$ cat config.mk
export PLATFORM = sky130hd
export DESIGN_NAME = writeback_stage
export DESIGN_NICKNAME = d
export VERILOG_FILES = /design/src/rtl/riscv_pkg.sv /design/src/rtl/load_formatter.sv /design/src/rtl/writeback_stage.sv
export SDC_FILE = /design/constraint.sdc
export NUM_CORES = 1
export LEC_CHECK = 0
export BUFFER_PORTS_ARGS = -buffer_cell sky130_fd_sc_hd__buf_2
export CORE_AREA = 4 4 132 134
export CTS_BUF_LIST = sky130_fd_sc_hd__clkbuf_8
export DETAILED_ROUTE_END_ITERATION = 7
export DIE_AREA = 0 0 136 138
export PLACE_DENSITY = 0.92
export SLEW_MARGIN = 0
export SYNTH_ARGS = -nofsm -noshare
export SYNTH_HDL_FRONTEND = slang
export SYNTH_SLANG_ARGS = --single-unit
$ cat constraint.sdc
create_clock -name clk -period 3.88 [get_ports clk]
set_input_delay 0.776 -clock clk [delete_from_list [all_inputs] [get_ports clk]]
set_output_delay 0.776 -clock clk [all_outputs]
set_load 0.005 [all_outputs]
$ cat src/rtl/riscv_pkg.sv
// Shared RISC-V pipeline types: the control bundle carried down to WB,
// write-back source encoding and load funct3 codes.
package riscv_pkg;

  typedef enum logic [1:0] {
    WB_ALU = 2'd0,
    WB_MEM = 2'd1,
    WB_PC4 = 2'd2
  } wb_sel_type;

  typedef struct packed {
    logic       reg_write;
    logic       mem_read;
    logic       mem_write;
    wb_sel_type wb_sel;
    logic [2:0] funct3;
  } control_type;

  localparam logic [2:0] F3_LB  = 3'b000;
  localparam logic [2:0] F3_LH  = 3'b001;
  localparam logic [2:0] F3_LW  = 3'b010;
  localparam logic [2:0] F3_LBU = 3'b100;
  localparam logic [2:0] F3_LHU = 3'b101;

endpackage

$ cat src/rtl/load_formatter.sv
// Extracts and extends the addressed byte/halfword of the aligned read word;
// flags unsupported funct3 codes and misaligned accesses.
module load_formatter
  import riscv_pkg::*;
(
  input  logic [2:0]  funct3,
  input  logic [1:0]  off,
  input  logic [31:0] mem_q,
  output logic [31:0] data_out,
  output logic        fault_out
);

  logic [7:0]  byte_sel;
  logic [15:0] half_sel;

  always_comb begin
    case (off)
      2'd0:    byte_sel = mem_q[7:0];
      2'd1:    byte_sel = mem_q[15:8];
      2'd2:    byte_sel = mem_q[23:16];
      default: byte_sel = mem_q[31:24];
    endcase
    half_sel = off[1] ? mem_q[31:16] : mem_q[15:0];
  end

  // A faulting access returns 0 so nothing stale leaks onto the write bus.
  always_comb begin
    data_out  = '0;
    fault_out = 1'b0;
    case (funct3)
      F3_LB:  data_out = {{24{byte_sel[7]}}, byte_sel};
      F3_LBU: data_out = {24'd0, byte_sel};
      F3_LH: begin
        if (off[0]) fault_out = 1'b1;
        else        data_out  = {{16{half_sel[15]}}, half_sel};
      end
      F3_LHU: begin
        if (off[0]) fault_out = 1'b1;
        else        data_out  = {16'd0, half_sel};
      end
      F3_LW: begin
        if (off != 2'd0) fault_out = 1'b1;
        else             data_out  = mem_q;
      end
      default: fault_out = 1'b1;
    endcase
  end

endmodule

$ cat src/rtl/writeback_stage.sv
// WB stage: MEM/WB register, load formatting, write-back mux, register-file
// write port and retired-instruction counter.
module writeback_stage
  import riscv_pkg::*;
#(
  parameter int INSTRET_WIDTH = 64
) (
  input  logic                     clk,
  input  logic                     reset_n,
  input  logic                     stall_in,
  input  logic                     flush_in,
  input  logic                     valid_in,
  input  logic [31:0]              alu_data_in,
  input  logic [31:0]              memory_data_in,
  input  logic [31:0]              pc_plus4_in,
  input  logic [4:0]               rd_in,
  input  control_type              control_in,
  output logic                     rf_write_enable,
  output logic [4:0]               rf_write_address,
  output logic [31:0]              rf_write_data,
  output logic                     load_fault_out,
  output logic [INSTRET_WIDTH-1:0] instret_out
);

  logic                     valid_q, valid_d;
  logic [31:0]              alu_q, alu_d;
  logic [31:0]              mem_q, mem_d;
  logic [31:0]              pc4_q, pc4_d;
  logic [4:0]               rd_q, rd_d;
  control_type              ctrl_q, ctrl_d;
  logic [INSTRET_WIDTH-1:0] instret_q, instret_d;

  logic        advance;
  logic [31:0] load_data;
  logic        fmt_fault;
  logic        load_fault;
  logic [31:0] wb_data;

  load_formatter u_load_formatter (
    .funct3    (ctrl_q.funct3),
    .off       (alu_q[1:0]),
    .mem_q     (mem_q),
    .data_out  (load_data),
    .fault_out (fmt_fault)
  );

  assign advance    = ~stall_in | flush_in;
  assign load_fault = valid_q & ctrl_q.mem_read & fmt_fault;

  always_comb begin
    valid_d = valid_q;
    alu_d   = alu_q;
    mem_d   = mem_q;
    pc4_d   = pc4_q;
    rd_d    = rd_q;
    ctrl_d  = ctrl_q;
    if (flush_in) begin
      valid_d = 1'b0;
      alu_d   = '0;
      mem_d   = '0;
      pc4_d   = '0;
      rd_d    = '0;
      ctrl_d  = '0;
    end else if (!stall_in) begin
      valid_d = valid_in;
      alu_d   = alu_data_in;
      mem_d   = memory_data_in;
      pc4_d   = pc_plus4_in;
      rd_d    = rd_in;
      ctrl_d  = control_in;
    end
  end

  // The entry retires on the edge that moves it out, so a stalled entry counts once.
  always_comb begin
    instret_d = instret_q;
    if (valid_q && advance && !load_fault)
      instret_d = instret_q + INSTRET_WIDTH'(1);
  end

  always_ff @(posedge clk or negedge reset_n) begin
    if (!reset_n) begin
      valid_q   <= 1'b0;
      alu_q     <= '0;
      mem_q     <= '0;
      pc4_q     <= '0;
      rd_q      <= '0;
      ctrl_q    <= '0;
      instret_q <= '0;
    end else begin
      valid_q   <= valid_d;
      alu_q     <= alu_d;
      mem_q     <= mem_d;
      pc4_q     <= pc4_d;
      rd_q      <= rd_d;
      ctrl_q    <= ctrl_d;
      instret_q <= instret_d;
    end
  end

  always_comb begin
    case (ctrl_q.wb_sel)
      WB_ALU:  wb_data = alu_q;
      WB_MEM:  wb_data = load_data;
      WB_PC4:  wb_data = pc4_q;
      default: wb_data = '0;
    endcase
  end

  assign rf_write_enable  = valid_q & ctrl_q.reg_write & (rd_q != 5'd0) & ~load_fault;
  assign rf_write_address = rd_q;
  assign rf_write_data    = wb_data;
  assign load_fault_out   = load_fault;
  assign instret_out      = instret_q;

endmodule
* After elaboration in Yosys (flattened, before gate mapping)
Cells that the tools add are included.
** Operators by class
- Add/sub/neg operators :: 1
- Eq/ne operators :: 9
- Muxes and demuxes :: 22
- Bitwise operators :: 8
- Reduce and logical (&&, ||, !) cells :: 10
** Operators with widths (number)
- 32-bit two-way mux :: 8
- 32-bit one-hot mux with 5 select lines :: 1
- 32-bit one-hot mux with 3 select lines :: 1
- 64-bit by 1-bit adder with 64-bit output, second input constant :: 1
- 16-bit two-way mux :: 2
- 8-bit one-hot mux with 3 select lines :: 1
- 8-bit two-way mux :: 2
- 5-bit two-way mux :: 2
- 3-bit equality test, second input constant :: 2
- 1-bit bitwise AND :: 5
- 5-bit nonzero test :: 1
- 2-bit by 1-bit equality test with 1-bit output, second input constant :: 2
- 2-bit equality test, second input constant :: 2
- 2-bit zero test :: 2
- 1-bit two-way mux :: 4
- 2-bit OR reduction :: 2
- 3-bit by 1-bit equality test with 1-bit output, second input constant :: 1
- 3-bit by 2-bit equality test with 1-bit output, second input constant :: 1
- 3-bit zero test :: 1
- 1-bit one-hot mux with 3 select lines :: 1
- 1-bit logical AND :: 2
- 2-bit by 1-bit inequality test with 1-bit output, second input constant :: 1
- 1-bit NOT :: 2
- 2-bit nonzero test :: 1
- other kinds (2) :: 2
** Word-level totals
- Register bits :: 173
- Bits of input ports :: 114
- Output and inout port bits :: 103
- Word-level logic and storage cells :: 60

* Depth between registers and ports, before layout
Gate-level depths: netlist of run 1.
- Word-level depth :: 6
- Gate-level depth with buffers :: 7
- Gate-level depth less buffers :: 6

* Cells and area by module
From an unflattened synthesis of run 1, not the netlist that was laid out.
** Second synthesis, totals
- Cell total of the unflattened synthesis :: 867
- Area total of the unflattened synthesis :: 8922.3 um^2
** Modules (own cells, without submodules)
- writeback_stage :: instances 1, cells an instance 726, area an instance 8003.9 um^2, sequential area each 4329.2 um^2
- load_formatter :: instances 1, cells an instance 141, area an instance 918.4 um^2, sequential area each 0.0 um^2

* Worst setup path before layout of run 1
Ideal clock, no wire load.
- Kind :: reg2out
- From :: register alu_q[0]
- To :: output port rf_write_data[16]
- Arrival :: 1.745 ns
- Required time :: 3.104 ns
- Setup slack :: 1.359 ns
- Cell stages (with the launch flop) :: 6
- Path buffers :: 2
- Path through :: dfrtp_1 clkbuf_1 or3_1 or3_1 clkbuf_1 o221ai_1
** On the way
- Cells in the longest elaborated chain, start to end :: 4
- Elaborated cells between the ends (all ways) :: 9
- Classes of those cells :: eq/ne: 2; mux: 5; reduce/logical: 2
** RTL lines
- start: declaration :: line writeback_stage.sv:26 : logic [31:0] alu_q, alu_d;
- start signal: assignment :: line writeback_stage.sv:92 : alu_q <= alu_d;
- 2-bit equality test, or another cell as far along :: line load_formatter.sv:17 : case (off)
- 8-bit one-hot mux with 3 select lines or 32-bit two-way mux (tied branches) :: line load_formatter.sv:17, load_formatter.sv:42
- 32-bit one-hot mux with 5 select lines * :: line load_formatter.sv:30 : case (funct3)
- 32-bit one-hot mux with 3 select lines * :: line writeback_stage.sv:102 : case (ctrl_q.wb_sel)
- end: declaration :: line writeback_stage.sv:20 : output logic [31:0] rf_write_data,
Mark *: on every way between the ends. The rest lies on a longest branch, timed or not.

* Worst setup path in the final report of run 1
- From :: register ctrl_q[0] in the netlist's numbering
- To :: output port rf_write_data[26]
** On the way
- Cells in the longest elaborated chain, start to end :: 3
- Elaborated cells between the ends (all ways) :: 7
- Classes of those cells :: eq/ne: 4; mux: 2; reduce/logical: 1
** RTL lines
- start: declaration :: line writeback_stage.sv:30 : control_type ctrl_q, ctrl_d;
- start signal: assignment :: line writeback_stage.sv:96 : ctrl_q <= ctrl_d;
- 3-bit by 2-bit equality test with 1-bit output, or another cell as far along :: line load_formatter.sv:30
- 32-bit one-hot mux with 5 select lines * :: line load_formatter.sv:30
- 32-bit one-hot mux with 3 select lines * :: line writeback_stage.sv:102
Marks and branches as above.

==> results of run 1 <==
## logic make-up after synthesis
group | after synthesis | share of synthesized area (%)
flops | 173 | 49.32
fa+ha+maj | 1 | 0.1425
buf+inv | 62 | 2.694
compound gates | 80 | 6.443
mux | 153 | 18.08
xor+xnor | 63 | 6.286
simple gates | 321 | 17.03
## registers in the layout, summed over array words and instances, names as in the netlist
name / count
alu_q: 32
pc4_q: 32
rf_write_address: 5
mem_q: 32
ctrl_q: 7
valid_q: 1
instret_out: 64
## final cells by class
class	instances	area share (%)
Timing Repair Buffer	226	11.35
Inverter	11	0.3953
Multi-Input combinational cell	618	40.32
Clock inverter	15	1.461
Clock buffer	17	2.240
Antenna cell	6	0.1437
Sequential cell	173	41.45
Tap cell	220	2.635
## routing by layer
layer	track usage, %	vias to the layer above	wire length, µm
met3	7.631	70	2224
met2	39.66	366	10990
met5	0	-	28
met1	33.51	3513	9569
li1	-	3402	-
met4	11.30	6	860
## stage by stage
stage | setup slack, ns | utilization (%)
floorplan | 1.359 | -
global placement | 0.8221 | 61.66
detailed placement | 0.7546 | 61.66
CTS | 0.2473 | 64.04
global route | 0.08260 | 64.10
finish | 0.2422 | 64.13
## cell usage after synthesis (11+ instances only)
cell	count	area, µm²
clkbuf_1	34	127.6
nand3_1	30	150.1
dfrtp_1	173	4329
xnor2_1	16	140.1
buf_1	14	52.55
nor3_1	27	135.1
nor2_1	147	551.8
xor2_1	47	411.6
mux2i_1	145	1451
nand2_1	55	206.5
o22ai_1	16	100.1
a21oi_1	16	80.08
nand4_1	15	93.84
inv_1	11	41.29
o221ai_1	17	148.9
nor4_1	11	68.82
## worst max-delay path: cells and delay by family, from the launching register on
kind / cells / cell delay [ns]
flip-flops: 1 / 0.77
buffers and inverters: 1 / 0.16
AND/OR/NAND/NOR: 4 / 1.15
AO/OA/AOI/OAI: 1 / 0.34
## power breakdown
part	internal, mW	total (mW)	switching [mW]
clock	0.531	1.24	0.710
sequential	1.88	1.98	0.0976
combinational	0.232	0.512	0.279
total	2.65	3.74	1.09
## worst max-delay path by stage
stage | cells past startpoint | to | slack, ns | startpoint
detailed placement | 6 | rf_write_data[23] | 0.75 | ctrl_q[0]
CTS | 6 | rf_write_data[23] | 0.25 | ctrl_q[0]
finish | 6 | rf_write_data[26] | 0.24 | ctrl_q[0]
global route | 6 | rf_write_data[31] | 0.08 | ctrl_q[0]
global placement | 6 | rf_write_data[31] | 0.82 | ctrl_q[0]
floorplan | 5 | rf_write_data[16] | 1.36 | alu_q[0]
==> out/metrics.csv, run 1 <==
stage,metric,value,unit
routing,TritonRoute pass-1 iters,6,
layout,Final Non-Filler Cells,1286,
routing,initial detailed-routing violation count,621,
critical_path,startpoint types,register,
critical_path,CP Class,register to output port,
die,core box area,16290,µm²
power_and_ir_drop,LEAKAGE,5.401,nW
die,starting density of the core,53.88,%
yosys,Syn Nets,968,
critical_path,critical path's largest stage delay,0.77,ns
yosys,synthesized flop and latch total,173,
placement,dpl cell area,10040,µm²
timing,fin crit period,3.638,ns
timing,Least-Margin Pin Slew,1.139,ns
global_route,largest net degree at the start of global routing,110,
die,Die W,136,µm
layout,most frequent cells in the layout,"buf_2 (212), dfrtp_1 (172), nor2_1 (147)",
routing,DR vias/cell,5.721,
timing,Max Slew Vio Count,0,
routing,Routed Antenna Nets,0,
critical_path,worst flop-to-flop path startpoint,alu_q[1],
clock_tree,Num CTS Buffers,17,
placement,Final Wtd Congestion,0.9208,
critical_path,Crit Path Max Fanout,19,
placement,Placed Cells,1248,
critical_path,Arrival @ worst endpoint,2.86,ns
critical_path,Critical Path End Type,output port,
clock_tree,Clock Sinks,173,
global_route,number of global-route vias before repair,7485,
timing,post-route clock period utilization,93.76,%
layout,Multi-input gate area,4212,µm²
critical_path,R2R Setup Slk,1.16,ns
yosys,Synth Instances,853,
layout,Register Area,4330,µm²
die,Die Ht,138,µm
timing,final hold viol count,0,
layout,Finished Cell Area,10450,µm²
clock_tree,# hold bufs at CTS,0,
timing,clk_skew,0.01014,ns
global_route,gr ovfl total,0,
power_and_ir_drop,P per Cell Area,357.6,nW/µm²
clock_tree,later-pin clock latency in the skew report,0.45,ns
routing,Avg WL per Cell,18.41,µm
layout,Layout area overhead,19.02,%
critical_path,"Cell Chain, Critical Path",nand2b_1 -> or3_1 -> nand2_1 -> nand3b_1 -> o211ai_1 -> buf_2,
clock_tree,Clock Tree Root,clkbuf_8,
timing,slew margin rel.,24.07,%
timing,Finish-stage setup viols,0,
yosys,Yosys warning total,0,
global_route,Total GRT Usage,25.64,%
layout,share of cells above drive strength 1,26.13,%
clock_tree,CTS H-tree depth,4,
hold_path,Hold Crit Class,primary input to async pin,
routing,via count,7357,
clock_tree,CTS tree,built,
yosys,register area share after synthesis,49.32,%
critical_path,Crit-path slowest cell,dfrtp_1,
placement,number of buffers added on ports,215,
critical_path,worst reg2reg path depth,5,
timing,Setup TNS,0,ns
clock_tree,Post-CTS Setup Inserts,0,
routing,drc violations,0,
timing,Hold WS,0.3387,ns
die,row cnt,47,
placement,hpwl dp,17220,µm
clock_tree,CTS resizes,0,
timing,setup repair after global routing missed its margin,no,
yosys,asr flop ratio synth,100.0,%
power_and_ir_drop,Tot Pwr,3.736,mW
critical_path,Required @ worst endpoint,3.10,ns
layout,# fillers,1327,
clock_tree,clock-pin slew on the worst setup and hold paths,0.09,ns
die,Die ar.,18770,µm²
global_route,first-pass GRT wire length,38460,µm
global_route,initial antenna violation count,7,
layout,layout net count,1162,
power_and_ir_drop,Max VDD drop,203.3,µV
clock_tree,clock buffer depth,2,
yosys,ys flop type,dfrtp_1,
layout,"most common cell after layout, fill and taps aside",buf_2,
timing,fmax,274.9,MHz
die,IO Count,217,
critical_path,RR Endpoint,instret_out[52],
yosys,Post-synth EDFFs,0,
outcome,status,"complete, no violations",
routing,routed wire length,23680,µm
job,max-cap violation count,0,
yosys,count of cell types in the netlist,42,
yosys,synthesized area per cell,10.29,µm²
yosys,Mapped Area,8777,µm²
(Power assumes the default switching activity.)
==> inputs of run 2 (changes only) <==
Settings changed: CTS_CLUSTER_SIZE set to 20, SLEW_MARGIN 0 to 10.
Clock period 3.88 ns to 4.4 ns, I/O delays scaled along.
==> run 2 against run 1 <==
Sequential cell count stayed put. Hold slack improved by 0.14 ns. First-iteration DRC count is 3.2% higher. Routed wire length down 0.38%. Power fell by 13%. Die area unchanged. Clock skew grew 0.0084 ns. Register-to-register slack better by 0.58 ns. Critical path depth unchanged. Via count is 0.30% lower. Critical path type unchanged. Non-clock buffer count shrank 1. Worst setup slack gained 0.37 ns.
==> out/metrics.csv, run 2 (synthesis gave the netlist of run 1 again) <==
stage,metric,value,unit
outcome,status,"complete, no violations",
layout,"most common cell after layout, fill and taps aside",buf_2,
timing,Finish-stage setup viols,0,
timing,Final WS setup,0.6104,ns
critical_path,startpoint types,register,
job,max-cap violation count,0,
routing,TritonRoute pass-1 iters,5,
clock_tree,# hold bufs at CTS,0,
clock_tree,CTS H-tree depth,4,
clock_tree,Num CTS Buffers,17,
layout,most frequent cells in the layout,"buf_2 (212), dfrtp_1 (172), nor2_1 (147)",
timing,final hold viol count,0,
layout,max reg flops,64,
critical_path,worst path bufs/invs,1,
critical_path,Critical Path End Type,output port,
critical_path,R2R Setup Slk,1.74,ns
die,starting density of the core,53.88,%
layout,post-route core utilization,63.86,%
clock_tree,CTS tree,built,
clock_tree,Post-CTS Setup Inserts,0,
hold_path,hold wc startpoint,instret_out[63],
timing,Hold WS,0.4765,ns
global_route,number of global-route vias before repair,7284,
global_route,largest net degree at the start of global routing,104,
placement,number of buffers added on ports,215,
routing,routed wire length,23590,µm
timing,clk_skew,0.01851,ns
timing,Least-Margin Pin Slew,0.9590,ns
die,core box area,16290,µm²
layout,share of cells above drive strength 1,25.87,%
layout,Multi-input gate area,4212,µm²
timing,setup repair after global routing missed its margin,no,
timing,Max Slew Vio Count,0,
critical_path,critical path's top delay family,simple AND/OR/NAND/NOR gates,
hold_path,hold path depth,1,
timing,Setup TNS,0,ns
die,IO Count,217,
power_and_ir_drop,Max VDD drop,186.6,µV
routing,Avg WL per Cell,18.40,µm
routing,DR vias/cell,5.722,
placement,dpl cell area,10020,µm²
clock_tree,Clock Tree Root,clkbuf_8,
clock_tree,later-pin clock latency in the skew report,0.45,ns
die,Die ar.,18770,µm²
layout,Layout area overhead,18.52,%
layout,layout net count,1161,
routing,initial detailed-routing violation count,641,
placement,post-place setup slack,1.183,ns
routing,Routed Antenna Nets,0,
clock_tree,clock-pin slew on the worst setup and hold paths,0.09,ns
power_and_ir_drop,P per Cell Area,313.9,nW/µm²
die,Die Ht,138,µm
routing,drc violations,0,
critical_path,worst flop-to-flop path startpoint,ctrl_q[1],
timing,post-route clock period utilization,86.13,%
die,Die W,136,µm
clock_tree,Clock Sinks,173,
global_route,Total GRT Usage,25.34,%
layout,Finished Cell Area,10400,µm²
global_route,first-pass GRT wire length,37690,µm
critical_path,"Cell Chain, Critical Path",nand2b_1 -> or3_1 -> nand2_1 -> nand3b_1 -> o211ai_1 -> buf_2,
critical_path,Crit-path slowest cell,dfrtp_1,
critical_path,worst reg2reg path depth,5,
critical_path,CP Class,register to output port,
critical_path,critical path's largest stage delay,0.75,ns
power_and_ir_drop,LEAKAGE,5.398,nW
hold_path,"Endpoint, Worst Hold",instret_out[63],
layout,Register Area,4330,µm²
hold_path,Hold Crit Class,register to register,
die,row cnt,47,
clock_tree,clock buffer depth,2,
global_route,gr ovfl total,0,
placement,hpwl dp,17080,µm
global_route,initial antenna violation count,7,
critical_path,Crit Path Max Fanout,19,
timing,fmax,263.9,MHz
critical_path,Required @ worst endpoint,3.52,ns
layout,# fillers,1338,
critical_path,Arrival @ worst endpoint,2.91,ns
timing,slew margin rel.,36.07,%
timing,fin crit period,3.790,ns
critical_path,RR Endpoint,instret_out[56],
clock_tree,CTS resizes,0,
placement,Final Wtd Congestion,0.9689,
routing,via count,7335,
-- run 2: changes by cell type in the layout (fill, tap and decap cells not counted) --
cell        previous run  this run
buf_12                 1         0
clkinv_2               1         2
clkinvlp_4             3         1
diode_2                6         3
inv_1                 11        13
inv_6                  5         6
inv_8                  3         1
-- run 2: power breakdown --
part	switching (mW)	internal (mW)	total, mW
Clock	0.610	0.458	1.07
Sequential	0.0852	1.66	1.75
Combinational	0.248	0.203	0.450
Total	0.943	2.32	3.27
-- run 2: stage by stage --
stage	std cells	power (mW)
2_1_floorplan	853	2.011
4_1_cts	1279	3.288
6_report	1282	3.266
5_1_grt	1281	3.426
3_5_place_dp	1247	2.227
3_3_place_gp	1247	2.212
-- run 2: routing by layer --
| metal | routed length, µm | track usage [%] | up-vias |
|---|---|---|---|
| li1 | - | - | 3393 |
| met1 | 9659 | 33.95 | 3527 |
| met2 | 11090 | 39.63 | 348 |
| met3 | 2131 | 8.212 | 57 |
| met4 | 637 | 7.533 | 10 |
| met5 | 69 | 0 | - |
-- run 2: how the worst max path moves through the flow --
| stage | cells past startpoint | slack (ns) | endpoint | startpoint |
|---|---|---|---|---|
| floorplan | 5 | 1.77 | rf_write_data[16] | alu_q[0] |
| global placement | 6 | 1.20 | rf_write_data[31] | ctrl_q[1] |
| detailed placement | 6 | 1.18 | rf_write_data[31] | ctrl_q[1] |
| CTS | 6 | 0.67 | rf_write_data[31] | ctrl_q[1] |
| global route | 6 | 0.43 | rf_write_data[31] | ctrl_q[0] |
| finish | 6 | 0.61 | rf_write_data[31] | ctrl_q[0] |
-- run 2: area by class of cell --
class	count	share of cell area, %
antenna	3	0.07217
clock buffer	17	2.249
clock inverter	15	1.311
inverter	11	0.3969
multi-input combinational	618	40.49
sequential	173	41.63
tap	220	2.646
timing repair buffer	225	11.21
